**src/rtl/gpu_cmd_parser.sv**
```systemverilog
// gpu_cmd_parser: reader side of the SimpleGPU input command FIFO.
// Pops header + operand words from a show-ahead FIFO, assembles a draw
// command, and hands it to the rasterizer front end over valid/ready.
// NOP headers are discarded silently; illegal headers are discarded,
// flagged with a one-cycle pulse and counted in a saturating counter.
module gpu_cmd_parser #(
    parameter int ERR_W = 8,
    parameter int TAG_W = 16
) (
    input  logic             clk,
    input  logic             reset,
    input  logic             fifo_empty,
    input  logic [31:0]      fifo_r_data,
    output logic             fifo_read,
    output logic             cmd_valid,
    input  logic             cmd_ready,
    output logic [7:0]       cmd_opcode,
    output logic [TAG_W-1:0] cmd_tag,
    output logic [31:0]      cmd_op0,
    output logic [31:0]      cmd_op1,
    output logic [31:0]      cmd_op2,
    output logic [31:0]      cmd_op3,
    output logic             busy,
    output logic             bad_opcode,
    output logic [ERR_W-1:0] err_count
);

    typedef enum logic [1:0] {
        IDLE,
        OPERANDS,
        ISSUE
    } state_t;

    state_t           state;
    logic [7:0]       opcode_q;
    logic [TAG_W-1:0] tag_q;
    logic [31:0]      op_q [4];
    logic [2:0]       remaining;
    logic [1:0]       index;

    logic [2:0]       hdr_count;
    logic             hdr_legal;

    // Decode the operand count of the header currently at the FIFO head.
    always_comb begin
        hdr_count = 3'd0;
        hdr_legal = 1'b1;
        case (fifo_r_data[31:24])
            8'h00:   hdr_count = 3'd0;
            8'h01:   hdr_count = 3'd1;
            8'h02:   hdr_count = 3'd2;
            8'h03:   hdr_count = 3'd3;
            8'h04:   hdr_count = 3'd3;
            8'h05:   hdr_count = 3'd4;
            default: hdr_legal = 1'b0;
        endcase
    end

    // Pop whenever the parser can consume a word and one is available.
    assign fifo_read = ((state == IDLE) || (state == OPERANDS)) && !fifo_empty;

    assign busy       = (state != IDLE);
    assign cmd_opcode = opcode_q;
    assign cmd_tag    = tag_q;
    assign cmd_op0    = op_q[0];
    assign cmd_op1    = op_q[1];
    assign cmd_op2    = op_q[2];
    assign cmd_op3    = op_q[3];

    // Parser state machine: header capture, operand collection, command hold.
    always_ff @(posedge clk) begin
        if (reset) begin
            state      <= IDLE;
            opcode_q   <= '0;
            tag_q      <= '0;
            for (int i = 0; i < 4; i++) op_q[i] <= '0;
            remaining  <= '0;
            index      <= '0;
            cmd_valid  <= 1'b0;
            bad_opcode <= 1'b0;
            err_count  <= '0;
        end else begin
            bad_opcode <= 1'b0;
            case (state)
                IDLE: begin
                    if (fifo_read) begin
                        opcode_q  <= fifo_r_data[31:24];
                        tag_q     <= fifo_r_data[TAG_W-1:0];
                        for (int i = 0; i < 4; i++) op_q[i] <= '0;
                        remaining <= hdr_count;
                        index     <= '0;
                        if (!hdr_legal) begin
                            bad_opcode <= 1'b1;
                            if (err_count != {ERR_W{1'b1}})
                                err_count <= err_count + ERR_W'(1);
                        end else if (hdr_count != 3'd0) begin
                            state <= OPERANDS;
                        end
                    end
                end
                OPERANDS: begin
                    if (fifo_read) begin
                        op_q[index] <= fifo_r_data;
                        index       <= index + 2'd1;
                        remaining   <= remaining - 3'd1;
                        if (remaining == 3'd1) begin
                            state     <= ISSUE;
                            cmd_valid <= 1'b1;
                        end
                    end
                end
                ISSUE: begin
                    if (cmd_ready) begin
                        state     <= IDLE;
                        cmd_valid <= 1'b0;
                    end
                end
                default: begin
                    state     <= IDLE;
                    cmd_valid <= 1'b0;
                end
            endcase
        end
    end

endmodule

```
**config.mk**
```make
export PLATFORM = sky130hd
export DESIGN_NAME = gpu_cmd_parser
export DESIGN_NICKNAME = d
export VERILOG_FILES = /design/src/rtl/gpu_cmd_parser.sv
export SDC_FILE = /design/constraint.sdc
export NUM_CORES = 1
export LEC_CHECK = 0
export ABC_CLOCK_PERIOD_IN_PS = 5300
export BUFFER_PORTS_ARGS = -buffer_cell sky130_fd_sc_hd__buf_2
export CAP_MARGIN = 20
export CORE_ASPECT_RATIO = 1.75
export CORE_MARGIN = 4
export CORE_UTILIZATION = 55
export DETAILED_ROUTE_END_ITERATION = 10
export PLACE_DENSITY = 0.85
export SYNTH_ARGS = -nofsm -noshare
export SYNTH_HDL_FRONTEND = slang
export SYNTH_SLANG_ARGS = --single-unit
```
**constraint.sdc**
```tcl
create_clock -name clk -period 5.3 [get_ports clk]
set_input_delay 0.53 -clock clk [delete_from_list [all_inputs] [get_ports clk]]
set_output_delay 0.53 -clock clk [all_outputs]
set_load 0.03 [all_outputs]
```
==> qor_table.md, run 1 <==
| Parameter | This run |
| --- | --- |
| Instance count of the mapped netlist | 511 |
| Worst rel slew slack | 32.2% |
| Number of design-rule violations left by the first detailed-router iteration | 442 |
| Final Hold Vio Count | 0 |
| Initial Utilization | 56.7% |
| Main combinational cell family by area after synthesis | simple AND/OR/NAND/NOR gates |
| Critical Setup Path Class | reg2reg |
| Fraction of synthesis flops using an asynchronous set or reset pin | 0% |
| Count of placed standard cells including taps | 810 |
| Startpoint of the most critical setup path | state[0] |
| Post-Synthesis Net Count | 554 |
| Global placer's final weighted congestion | 0.794 |
| Horiz. Die Dim | 91.1 um |
| CTS H-Tree Depth | 4 |
| Achievable Freq | 338 MHz |
| Cell taking the most area after synthesis | sky130_fd_sc_hd__edfxtp_1 |
| Number of vias in the routed layout | 4,861 |
| Result of the run | finished, final reports clean |
| Number of setup violations in the final report | 0 |
| Required time of the worst setup path | 5.39 ns |
| Setup repair after global routing missed its margin | false |
| Std cell rows | 52 |
| Detail Placement HPWL | 12.0 mm |
| Worst Setup Slack post-DPL | 2.10 ns |
| Post-CTS Repair Setup Buffers | 0 |
| Max Buffers Root-to-Sink | 2 |
| Count leader, synth | sky130_fd_sc_hd__edfxtp_1 |
| Number of design rule violations left after detail routing | 0 |
| Number of cell instances on the worst register-to-register path | 5 |
| Slew at the pin closest to its max-slew limit | 1.02 ns |
| Clock net sink count | 169 |
| Slowest CP cell | sky130_fd_sc_hd__buf_4 |
| CP endpoint kind | flip-flop |
| Simple-gate area share of the yosys netlist | 19.2% |
| Area growth from synthesis to layout | 25.6% |
| First-pass DRT Iterations | 5 |
| End of the critical path | op_q[0][16] |
| Avg Synthesized Cell Area | 13.0 um^2 |
| Worst path depth | 5 |
| Crit-path cells | nand2b_1, nor3_4, buf_4, a211o_1, buf_4 |
| GR Util All Layers | 24.8% |
| Critical Path Start Type | flip-flop |
| Most frequent cells after synthesis | sky130_fd_sc_hd__edfxtp_1, sky130_fd_sc_hd__and3_1, sky130_fd_sc_hd__nand2_1 |
| Final Max Slew Viols | 0 |
| Flop and latch count out of synthesis | 169 |
| I/O Pins | 200 |
| Bufs and invs on worst path | 2 |
| Total inserted antenna cells | 0 |
| Syn. warnings | 0 |
| EDFF count, synth | 128 |
| Via count of the first global-routing pass | 4,737 |
| Sequential element share of the synthesized area | 70.2% |
| Library cell appearing most often on the critical path | sky130_fd_sc_hd__buf_4 |
| Vert. Die Dim | 153 um |
| Reported max-cap violation count | 0 |
| Layout cell share with drive strength beyond 1 | 35.5% |
| Power Dens Cells | 372 nW/um^2 |
| Core Footprint | 11,700 um^2 |
| CTS Root Buffer Type | sky130_fd_sc_hd__clkbuf_16 |
| Startpoint of the worst register-to-register path | state[0] |
| Hold Slack | 0.413 ns |
| Routed wirelength normalized by instance count | 20.7 um |
| Fraction of the core area covered by cells at the end of the flow | 71.2% |
| Largest net degree at the start of global routing | 133 |
| Avg Vias per Cell | 5.77 |
| Worst r2r dst | op_q[0][16] |
| Hold Crit Class | in2reg |
| Largest cells by area after synthesis | sky130_fd_sc_hd__edfxtp_1, sky130_fd_sc_hd__dfxtp_1, sky130_fd_sc_hd__and3_1 |
| Routed WL | 17.4 mm |
| Leakage Power | 4.14 nW |
| Final-layout setup total negative slack | 0 ns |
| Portion of synthesized cell area occupied by the leading cell type | 57.9% |
| Compound-gate portion of the synthesized area | 5.71% |
| Shortest period the worst path allows | 2.96 ns |
| Final worst-path cycle share | 55.8% |
| Number of nets in the layout | 738 |
| Worst Path Arrival | 3.05 ns |
| Maximum cell stage delay along the critical path | 0.77 ns |
| Area of the die | 14,000 um^2 |
| CP top delay family | buffers and inverters |
| Share of synthesized area spent on multiplexers | 0.170% |
| Main flop type after synthesis | sky130_fd_sc_hd__edfxtp_1 |
| Clock latency of the later-clocked register in the worst-skew pair | 0.42 ns |
| Post-DRT Antenna Nets | 0 |
| R2r setup slk | 2.34 ns |
| Number of buffers created by CTS | 17 |
| Worst IR Drop VDD | 0.266 mV |
| Final instance count without filler cells | 843 |
| Hold buffer count at CTS | 0 |
| Post_cts resized | 0 |
| Synthesized-area fraction occupied by xor and xnor cells | 0% |
| Area share of fa/ha/maj cells after synthesis | 1.32% |
| Count of different cell masters after synthesis | 48 |
| Global route total overflow | 0 |
| Cell area after technology mapping | 6640 um^2 |
| IO buf count | 199 |
| Wire length of the first global-routing pass | 26.7 mm |
| CTS clk-pin slew, worst paths | 0.07 ns |
| Antenna violations before repair | 0 |
| Worst clock skew on the final layout | 0.00872 ns |
| Highest net fanout along the worst path | 132 |
| Worst Slack Setup Final | 2.34 ns |
| Clock tree from TritonCTS | done |
## power breakdown
group | leakage [nW] | internal, mW | switching (mW)
clock | 0.300 | 0.801 | 0.518
combinational | 2.08 | 0.0675 | 0.219
sequential | 1.76 | 1.48 | 0.0249
## registers in the layout, indices dropped and copies added (netlist names)
signal / count
cmd_tag: 16
index: 2
state: 2
bad_opcode: 1
cmd_opcode: 8
op_q: 128
err_count: 8
remaining: 3
cmd_valid: 1
## metrics by stage
stage / instance area (um^2) / power (mW)
6_report: 8340 / 3.11
2_1_floorplan: 6640 / 1.70
4_1_cts: 8320 / 3.12
5_1_grt: 8340 / 3.20
3_3_place_gp: 7650 / 1.81
3_5_place_dp: 7680 / 1.82
## metal layers
| metal | global-route usage (%) | wire length [um] | up-vias |
|---|---|---|---|
| li1 | - | - | 2255 |
| met1 | 27.7 | 6110 | 2349 |
| met2 | 45.4 | 9800 | 219 |
| met3 | 5.36 | 1020 | 38 |
| met4 | 9.71 | 511 | 0 |
| met5 | 0 | 0 | - |
## worst register-to-register path: cells and delay by family, from the launching register on
kind                   cells  cell delay [ns]
buffers and inverters      2             1.16
AND/OR/NAND/NOR            2             0.35
AO/OA/AOI/OAI              1             0.56
flip-flops                 1             0.54
## cells in the final DEF (no fill, tap or decap), types with 2 or more instances in the layout
cell type / instances
sky130_fd_sc_hd__a211o_1: 4
sky130_fd_sc_hd__a21oi_1: 35
sky130_fd_sc_hd__and3_1: 124
sky130_fd_sc_hd__and3_2: 4
sky130_fd_sc_hd__buf_2: 199
sky130_fd_sc_hd__buf_4: 5
sky130_fd_sc_hd__bufinv_16: 4
sky130_fd_sc_hd__clkbuf_16: 18
sky130_fd_sc_hd__clkinvlp_4: 3
sky130_fd_sc_hd__dfxtp_1: 41
sky130_fd_sc_hd__edfxtp_1: 128
sky130_fd_sc_hd__ha_1: 7
sky130_fd_sc_hd__inv_1: 8
sky130_fd_sc_hd__inv_6: 5
sky130_fd_sc_hd__nand2_1: 54
sky130_fd_sc_hd__nand2b_1: 4
sky130_fd_sc_hd__nand3_1: 5
sky130_fd_sc_hd__nand4_1: 2
sky130_fd_sc_hd__nor2_1: 9
sky130_fd_sc_hd__nor2b_1: 3
sky130_fd_sc_hd__nor3_1: 3
sky130_fd_sc_hd__nor3_4: 2
sky130_fd_sc_hd__o21ai_0: 6
sky130_fd_sc_hd__o31ai_1: 5
sky130_fd_sc_hd__o41ai_1: 2
sky130_fd_sc_hd__or3_2: 2
sky130_fd_sc_hd__or4_1: 3
## kinds of logic (layout without fill, tap and decap cells)
| kind of cell | after synthesis | in the layout |
|---|---|---|
| buffers and inverters | 49 | 246 |
| AOI/OAI and AO/OA | 61 | 61 |
| and+or+nand+nor | 224 | 224 |
| muxes | 1 | 1 |
| DFF | 169 | 169 |
| adders and majority gates | 7 | 7 |
## how the worst min path moves through the flow
| stage | from | to | slack, ns | cells after the start |
|---|---|---|---|---|
| final | fifo_r_data[7] | cmd_tag[7] | 0.41 | 3 |
| after detailed placement | cmd_tag[5] | cmd_tag[5] | 0.44 | 2 |
| after CTS | fifo_r_data[7] | cmd_tag[7] | 0.39 | 3 |
| after global routing | fifo_r_data[11] | cmd_tag[11] | 0.41 | 3 |
| after global placement | cmd_tag[2] | cmd_tag[2] | 0.44 | 2 |
| after floorplan | remaining[1] | remaining[1] | 0.45 | 2 |
## final cells by class
type,instances,area (um^2)
clock buffers,18,429
clock inverters,14,206
fillers,796,3370
inverters,8,30.0
multi-input cells,293,1760
flip-flops and latches,169,4660
well taps,135,169
repair buffers,206,1090
(Power assumes the default switching activity.)
==> inputs of run 2 (changes only) <==
- ABC_CLOCK_PERIOD_IN_PS: 5300 -> 2400
- CORE_UTILIZATION: 55 -> 46
- PLACE_DENSITY: 0.85 -> 0.75
- clock period: 5.3 -> 2.4 ns (I/O delays scaled with it)
==> qor_table.md, run 2 (synthesis results as in run 1) <==
| Parameter | This run | Change |
| --- | --- | --- |
| Result of the run | finished, final reports clean |  |
| Post-CTS Repair Setup Buffers | 0 | unchanged |
| Post-DRT Antenna Nets | 0 | unchanged |
| Largest Register | op_q |  |
| Total inserted antenna cells | 0 | unchanged |
| Non-Filler Cell Area, Final | 8420 um^2 | +0.93% |
| CTS H-Tree Depth | 4 | unchanged |
| Shortest period the worst path allows | 1.83 ns | -1.13 ns |
| Critical Setup Path Class | reg2reg |  |
| Clock network power share | 40.7% | -1.7 points |
| Switching share of power | 25.3% | +0.85 points |
| Worst clock skew on the final layout | 0.00624 ns | -0.00248 ns |
| CTS clk-pin slew, worst paths | 0.07 ns | about the same |
| Int Power | 4.98 mW | +110% |
| Worst Hold Launch | fifo_r_data[29] |  |
| R2r setup slk | 0.57 ns | -1.77 ns |
| Area of placed instances | 7830 um^2 | +1.9% |
| Startpoint of the worst register-to-register path | state[0] |  |
| Final worst-path cycle share | 76.2% | +20 points |
| Worst IR Drop VDD | 0.532 mV | +100% |
| Horiz. Die Dim | 98.8 um | +8.5% |
| Critical Path Start Type | flip-flop |  |
| Leakage Power | 4.16 nW | +0.57% |
| Number of design rule violations left after detail routing | 0 | unchanged |
| Number of cell instances on the worst register-to-register path | 4 | -1 |
| Initial Utilization | 47.3% | -9.4 points |
| Vert. Die Dim | 167 um | +8.9% |
| Hold path endpoint | cmd_opcode[5] |  |
| Number of setup violations in the final report | 0 | unchanged |
| First-pass DRT Iterations | 5 | unchanged |
| Max Buffers Root-to-Sink | 2 | unchanged |
| IO buf count | 199 | unchanged |
| Max FFs per register | 128 | unchanged |
| Final Hold Vio Count | 0 | unchanged |
| Final instance count without filler cells | 891 | +5.7% |
| Hold Crit Class | in2reg |  |
| Number of nets in the layout | 744 | +0.81% |
| Power Dens Cells | 792 nW/um^2 | +110% |
| Hold Slack | 0.111 ns | -0.302 ns |
| Final-layout setup total negative slack | 0 ns | unchanged |
| Detail Placement HPWL | 11.8 mm | -1.5% |
| Routed wirelength normalized by instance count | 19.3 um | -6.5% |
| CP top delay family | simple AND/OR/NAND/NOR gates |  |
| Most common cell after layout, fill and taps aside | sky130_fd_sc_hd__buf_2 |  |
| Post_cts resized | 0 | unchanged |
| Required time of the worst setup path | 2.67 ns | -2.72 ns |
| CTS Root Buffer Type | sky130_fd_sc_hd__clkbuf_16 |  |
| Commonest cells after routing, fill and taps aside | sky130_fd_sc_hd__buf_2, sky130_fd_sc_hd__edfxtp_1, sky130_fd_sc_hd__and3_1 |  |
| CP endpoint kind | flip-flop |  |
| Maximum cell stage delay along the critical path | 0.55 ns | -0.22 ns |
| Count of placed standard cells including taps | 859 | +6.0% |
| Hold buffer count at CTS | 0 | unchanged |
| Number of buffers created by CTS | 17 | unchanged |
| Crit-path cells | nand2b_1, nor3_4, buf_12, and3_1 |  |
| Clock latency of the later-clocked register in the worst-skew pair | 0.41 ns | about the same |
| Switching power | 1.69 mW | +120% |
| Largest net degree at the start of global routing | 129 | -3.0% |
| Slew at the pin closest to its max-slew limit | 0.623 ns | -0.395 ns |
| Clock net sink count | 169 | unchanged |
| Wire length of the first global-routing pass | 26.2 mm | -1.6% |
| Area growth from synthesis to layout | 26.8% |  |
| Std cell rows | 57 | +9.6% |
| Min-Delay Path Depth | 3 | unchanged |
| Worst r2r dst | op_q[0][29] |  |
| Global placer's final weighted congestion | 0.814 | +2.6% |
| Bufs and invs on worst path | 1 | -1 |
| Achievable Freq | 546 MHz | +62% |
| Layout cell share with drive strength beyond 1 | 36.0% | +0.54 points |
| Clock tree from TritonCTS | done |  |
| Antenna violations before repair | 0 | unchanged |
| Fraction of the core area covered by cells at the end of the flow | 59.9% | -11 points |
| Highest net fanout along the worst path | 128 | -3.0% |
| Area of the die | 16,500 um^2 | +18% |
| Number of vias in the routed layout | 4,775 | -1.8% |
| Worst rel slew slack | 58.3% | +26 points |
| Register share of total power | 49.7% | +1.3 points |
| Worst Path Arrival | 2.10 ns | -0.95 ns |
| Reported max-cap violation count | 0 | unchanged |
| Routed WL | 17.2 mm | -1.2% |
| Setup repair after global routing missed its margin | false |  |
| Avg Vias per Cell | 5.36 | -7.1% |
| I/O Pins | 200 | unchanged |
| Core Footprint | 14,000 um^2 | +20% |
| GR Util All Layers | 20.7% | -4.1 points |
| Global route total overflow | 0 | unchanged |
| Via count of the first global-routing pass | 4,761 | +0.51% |
| Number of design-rule violations left by the first detailed-router iteration | 297 | -33% |
| Final Max Slew Viols | 0 | unchanged |
| Slowest CP cell | sky130_fd_sc_hd__dfxtp_1 |  |
| Relative contribution of combinational cells to total power | 9.6% | +0.4 points |
[run 2: worst max-delay path by stage]
stage,end,startpoint,slack [ns],depth (start not counted)
after detailed placement,err_count[5],fifo_r_data[31],0.50,5
after global placement,err_count[5],fifo_r_data[31],0.53,5
after floorplan,op_q[1][0],state[1],0.15,5
after CTS,op_q[3][28],state[0],0.55,4
after global routing,op_q[3][10],state[0],0.38,4
final,op_q[0][29],state[0],0.57,4
[run 2: stage by stage]
step	worst slack (ns)	power, mW
6_report	0.570	6.67
3_5_place_dp	0.499	4.02
5_1_grt	0.382	6.88
3_3_place_gp	0.533	4.01
4_1_cts	0.555	6.70
2_1_floorplan	0.147	3.76
[run 2: tightest hold or removal path: cells and delay by family]
family / cells / cell delay (ns)
AND/OR/NAND/NOR: 1 / 0.06
AO/OA/AOI/OAI: 1 / 0.05
buffers and inverters: 1 / 0.13
[run 2: metal layers]
metal,GRT usage (%),share of wire [%]
met1,22.5,36
met5,0,0
met2,37.8,55
met4,9.45,3.5
met3,4.35,6.1
[run 2: power by group through the flow]
| stage | Sequential, mW | Clock, mW | Combinational, mW |
|---|---|---|---|
| CTS | 3.31 | 2.74 | 0.647 |
| floorplan | 3.64 | 0 | 0.125 |
| global route | 3.32 | 2.88 | 0.673 |
| detailed placement | 3.38 | 0 | 0.646 |
| finish | 3.31 | 2.72 | 0.641 |
| global placement | 3.37 | 0 | 0.639 |
[run 2: cell type report]
cell class | instances | area (um^2)
flip-flops and latches | 169 | 4660
inverters | 8 | 30.0
fillers | 1095 | 5630
clock buffers | 18 | 429
multi-input cells | 293 | 1760
clock inverters | 14 | 161
repair buffers | 212 | 1160
well taps | 177 | 221
==> inputs of run 3 (changes only) <==
- ABC_AREA: default -> 1
- ABC_CLOCK_PERIOD_IN_PS: 2400 -> 1700
- CORE_UTILIZATION: 46 -> 51
- PLACE_DENSITY: 0.75 -> 0.8
- clock period: 2.4 -> 1.7 ns (I/O delays scaled with it)
==> qor_table.md, run 3 <==
| Parameter | This run | Change |
| --- | --- | --- |
| Total inserted antenna cells | 0 | unchanged |
| Number of design-rule violations left by the first detailed-router iteration | 358 | +21% |
| Global placer's final weighted congestion | 0.904 | +11% |
| R2r setup slk | 0.10 ns | -0.47 ns |
| Number of buffers created by CTS | 17 | unchanged |
| Clock net sink count | 169 | unchanged |
| Number of cell instances on the worst register-to-register path | 8 | +4 |
| Count leader, synth | sky130_fd_sc_hd__nor2_1 |  |
| Final worst-path cycle share | 93.9% | +18 points |
| Core Footprint | 12,400 um^2 | -12% |
| EDFF count, synth | 128 | unchanged |
| Highest net fanout along the worst path | 21 | -84% |
| Hold buffer count at CTS | 0 | unchanged |
| Clock latency of the later-clocked register in the worst-skew pair | 0.41 ns | about the same |
| Sequential element share of the synthesized area | 72.6% | +2.4 points |
| Max Buffers Root-to-Sink | 2 | unchanged |
| Via count of the first global-routing pass | 4,817 | +1.2% |
| Non-Filler Cell Area, Final | 8330 um^2 | -1.1% |
| Largest cells by area after synthesis | sky130_fd_sc_hd__edfxtp_1, sky130_fd_sc_hd__dfxtp_1, sky130_fd_sc_hd__nor2_1 |  |
| CTS H-Tree Depth | 4 | unchanged |
| Avg Synthesized Cell Area | 12.1 um^2 | -7.1% |
| Worst clock skew on the final layout | 0.0105 ns | +0.00427 ns |
| Post-Synthesis Net Count | 575 | +3.8% |
| Wire length of the first global-routing pass | 25.8 mm | -1.6% |
| First-pass DRT Iterations | 5 | unchanged |
| I/O Pins | 200 | unchanged |
| Area of placed instances | 7690 um^2 | -1.7% |
| Initial Utilization | 51.7% | +4.4 points |
| Detail Placement HPWL | 12.6 mm | +7.1% |
| Horiz. Die Dim | 92.8 um | -6.1% |
| Area of the die | 14,500 um^2 | -12% |
| Global route total overflow | 0 | unchanged |
| Clock tree from TritonCTS | done |  |
| Count of different cell masters after synthesis | 27 | -44% |
| Number of vias in the routed layout | 4,806 | +0.65% |
| End of the critical path | op_q[1][22] |  |
| Commonest cells after routing, fill and taps aside | sky130_fd_sc_hd__buf_2, sky130_fd_sc_hd__nor2_1, sky130_fd_sc_hd__edfxtp_1 |  |
| Final Hold Vio Count | 0 | unchanged |
| Shortest period the worst path allows | 1.60 ns | -0.234 ns |
| Startpoint of the most critical setup path | state[1] |  |
| Final Max Slew Viols | 0 | unchanged |
| Most common cell after layout, fill and taps aside | sky130_fd_sc_hd__buf_2 |  |
| Main flop type after synthesis | sky130_fd_sc_hd__edfxtp_1 |  |
| Slew at the pin closest to its max-slew limit | 0.347 ns | -0.276 ns |
| Cell taking the most area after synthesis | sky130_fd_sc_hd__edfxtp_1 |  |
| Reported max-cap violation count | 0 | unchanged |
| Worst IR Drop VDD | 0.729 mV | +37% |
| CTS Root Buffer Type | sky130_fd_sc_hd__clkbuf_16 |  |
| IO buf count | 199 | unchanged |
| Routed WL | 17.0 mm | -1.1% |
| Area growth from synthesis to layout | 29.7% |  |
| Worst Path Arrival | 1.75 ns | -0.35 ns |
| Syn. warnings | 0 | unchanged |
| Power Dens Cells | 1150 nW/um^2 | +45% |
| Routed wirelength normalized by instance count | 18.2 um | -5.7% |
| Worst r2r dst | op_q[1][22] |  |
| Result of the run | finished, final reports clean |  |
| CTS clk-pin slew, worst paths | 0.07 ns | about the same |
| Portion of synthesized cell area occupied by the leading cell type | 59.9% | +2.0 points |
| Number of design rule violations left after detail routing | 0 | unchanged |
| Max FFs per register | 128 | unchanged |
| Critical Path Start Type | flip-flop |  |
| Setup repair after global routing missed its margin | false |  |
| Avg Vias per Cell | 5.15 | -4.0% |
| Fill cell total of the finished layout | 950 | -13% |
| Vert. Die Dim | 156 um | -6.3% |
| Required time of the worst setup path | 1.85 ns | -0.82 ns |
| Antenna violations before repair | 0 | unchanged |
| Cell area after technology mapping | 6420 um^2 | -3.3% |
| Flop and latch count out of synthesis | 169 | unchanged |
| Footprint of the flip-flops and latches | 4670 um^2 | about the same |
| CP endpoint kind | flip-flop |  |
| Leakage Power | 4.05 nW | -2.7% |
| Number of nets in the layout | 796 | +7.0% |
| Hold Slack | 0.0690 ns | -0.0419 ns |
| Startpoint of the worst register-to-register path | state[1] |  |
| Largest net degree at the start of global routing | 30 | -77% |
| Total area of multi-input combinational cells | 1420 um^2 | -19% |
| Worst rel slew slack | 76.9% | +19 points |
| Most frequent cells after synthesis | sky130_fd_sc_hd__nor2_1, sky130_fd_sc_hd__edfxtp_1, sky130_fd_sc_hd__nand2_1 |  |
| Post_cts resized | 1 | +1 |
| Hold Crit Class | in2reg |  |
| Post-DRT Antenna Nets | 0 | unchanged |
| Number of setup violations in the final report | 0 | unchanged |
| Achievable Freq | 627 MHz | +15% |
| Largest Register | op_q |  |
| Fraction of synthesis flops using an asynchronous set or reset pin | 0% | unchanged |
| Instance count of the mapped netlist | 532 | +4.1% |
| Std cell rows | 54 | -5.3% |
| Layout cell share with drive strength beyond 1 | 35.6% | -0.35 points |
| GR Util All Layers | 23.8% | +3.1 points |
| Post-CTS Repair Setup Buffers | 0 | unchanged |
| Critical Setup Path Class | reg2reg |  |
==> run 3: cell count changes in the layout (fill, tap and decap cells not counted), moves of 5 or more <==
cell,before,now
sky130_fd_sc_hd__o21ai_0,6,30
sky130_fd_sc_hd__inv_1,8,48
sky130_fd_sc_hd__a21oi_1,35,18
sky130_fd_sc_hd__o31ai_1,5,0
sky130_fd_sc_hd__and3_1,124,1
sky130_fd_sc_hd__nand2_2,0,5
sky130_fd_sc_hd__nor2_1,9,140
sky130_fd_sc_hd__nand3_1,5,11
sky130_fd_sc_hd__nand2_4,0,6
==> run 3: worst min path at each step <==
stage | start | endpoint | slack [ns] | cells past startpoint
finish | cmd_ready | state[1] | 0.07 | 4
global route | cmd_ready | state[1] | 0.08 | 4
detailed placement | cmd_tag[15] | cmd_tag[15] | 0.44 | 2
CTS | cmd_ready | state[1] | 0.04 | 4
global placement | cmd_tag[13] | cmd_tag[13] | 0.43 | 2
floorplan | cmd_ready | state[1] | 0.36 | 3
==> run 3: through the flow <==
| step | instances | total power [mW] | util (%) | setup WS, ns | setup TNS (ns) |
|---|---|---|---|---|---|
| after floorplan | 532 | 5.30 | - | -0.179 | -17.23 |
| after global placement | 902 | 5.64 | 61.9 | 0.0927 | 0 |
| after detailed placement | 902 | 5.66 | 61.9 | 0.00565 | 0 |
| after CTS | 934 | 9.61 | 66.9 | 0.0639 | 0 |
| after global routing | 934 | 9.83 | 67.0 | 0.00839 | 0 |
| final | 934 | 9.56 | 67.0 | 0.104 | 0 |
==> run 3: power by group <==
part | leakage (nW) | total, mW | switching (mW) | internal [mW]
logic | 2.00 | 0.901 | 0.677 | 0.224
clock network | 0.292 | 3.99 | 1.63 | 2.36
registers | 1.76 | 4.67 | 0.0737 | 4.60
total | 4.05 | 9.56 | 2.38 | 7.18
==> run 3: area by class of cell <==
class                      instances  share of cell area, %
clock buffer                      18                   5.15
clock inverter                    14                   2.25
inverter                          50                   2.28
multi-input combinational        296                   17.1
sequential                       169                   56.0
tap                              168                   2.52
timing repair buffer             219                   14.7
==> run 3: worst max-delay path: stages, from the launching register on <==
cell	delay, ns
sky130_fd_sc_hd__dfxtp_1	0.40
sky130_fd_sc_hd__inv_1	0.09
sky130_fd_sc_hd__nand2_2	0.14
sky130_fd_sc_hd__inv_4	0.06
sky130_fd_sc_hd__nand2_4	0.09
sky130_fd_sc_hd__nor2_8	0.06
sky130_fd_sc_hd__nand2_4	0.09
sky130_fd_sc_hd__buf_4	0.28
sky130_fd_sc_hd__nor2_1	0.09
==> run 3: kinds of logic (layout without fill, tap and decap cells) <==
kind of cell	count (synthesis)	after routing	share of synthesized area (%)
and+or+nand+nor	232	232	15.6
DFF	169	169	72.6
buffers and inverters	67	301	5.42
AOI/OAI and AO/OA	51	51	4.11
adders and majority gates	7	7	1.36
xor gates and xnor gates	6	6	0.819
==> run 3: layer usage <==
metal  vias to the layer above  wire length (um)  global-route usage (%)
li1                       2209                 -                       -
met1                      2315              5820                    25.0
met2                       243              9540                    44.5
met3                        39              1130                    5.24
met4                         0               538                    10.5
met5                         -                 0                       0
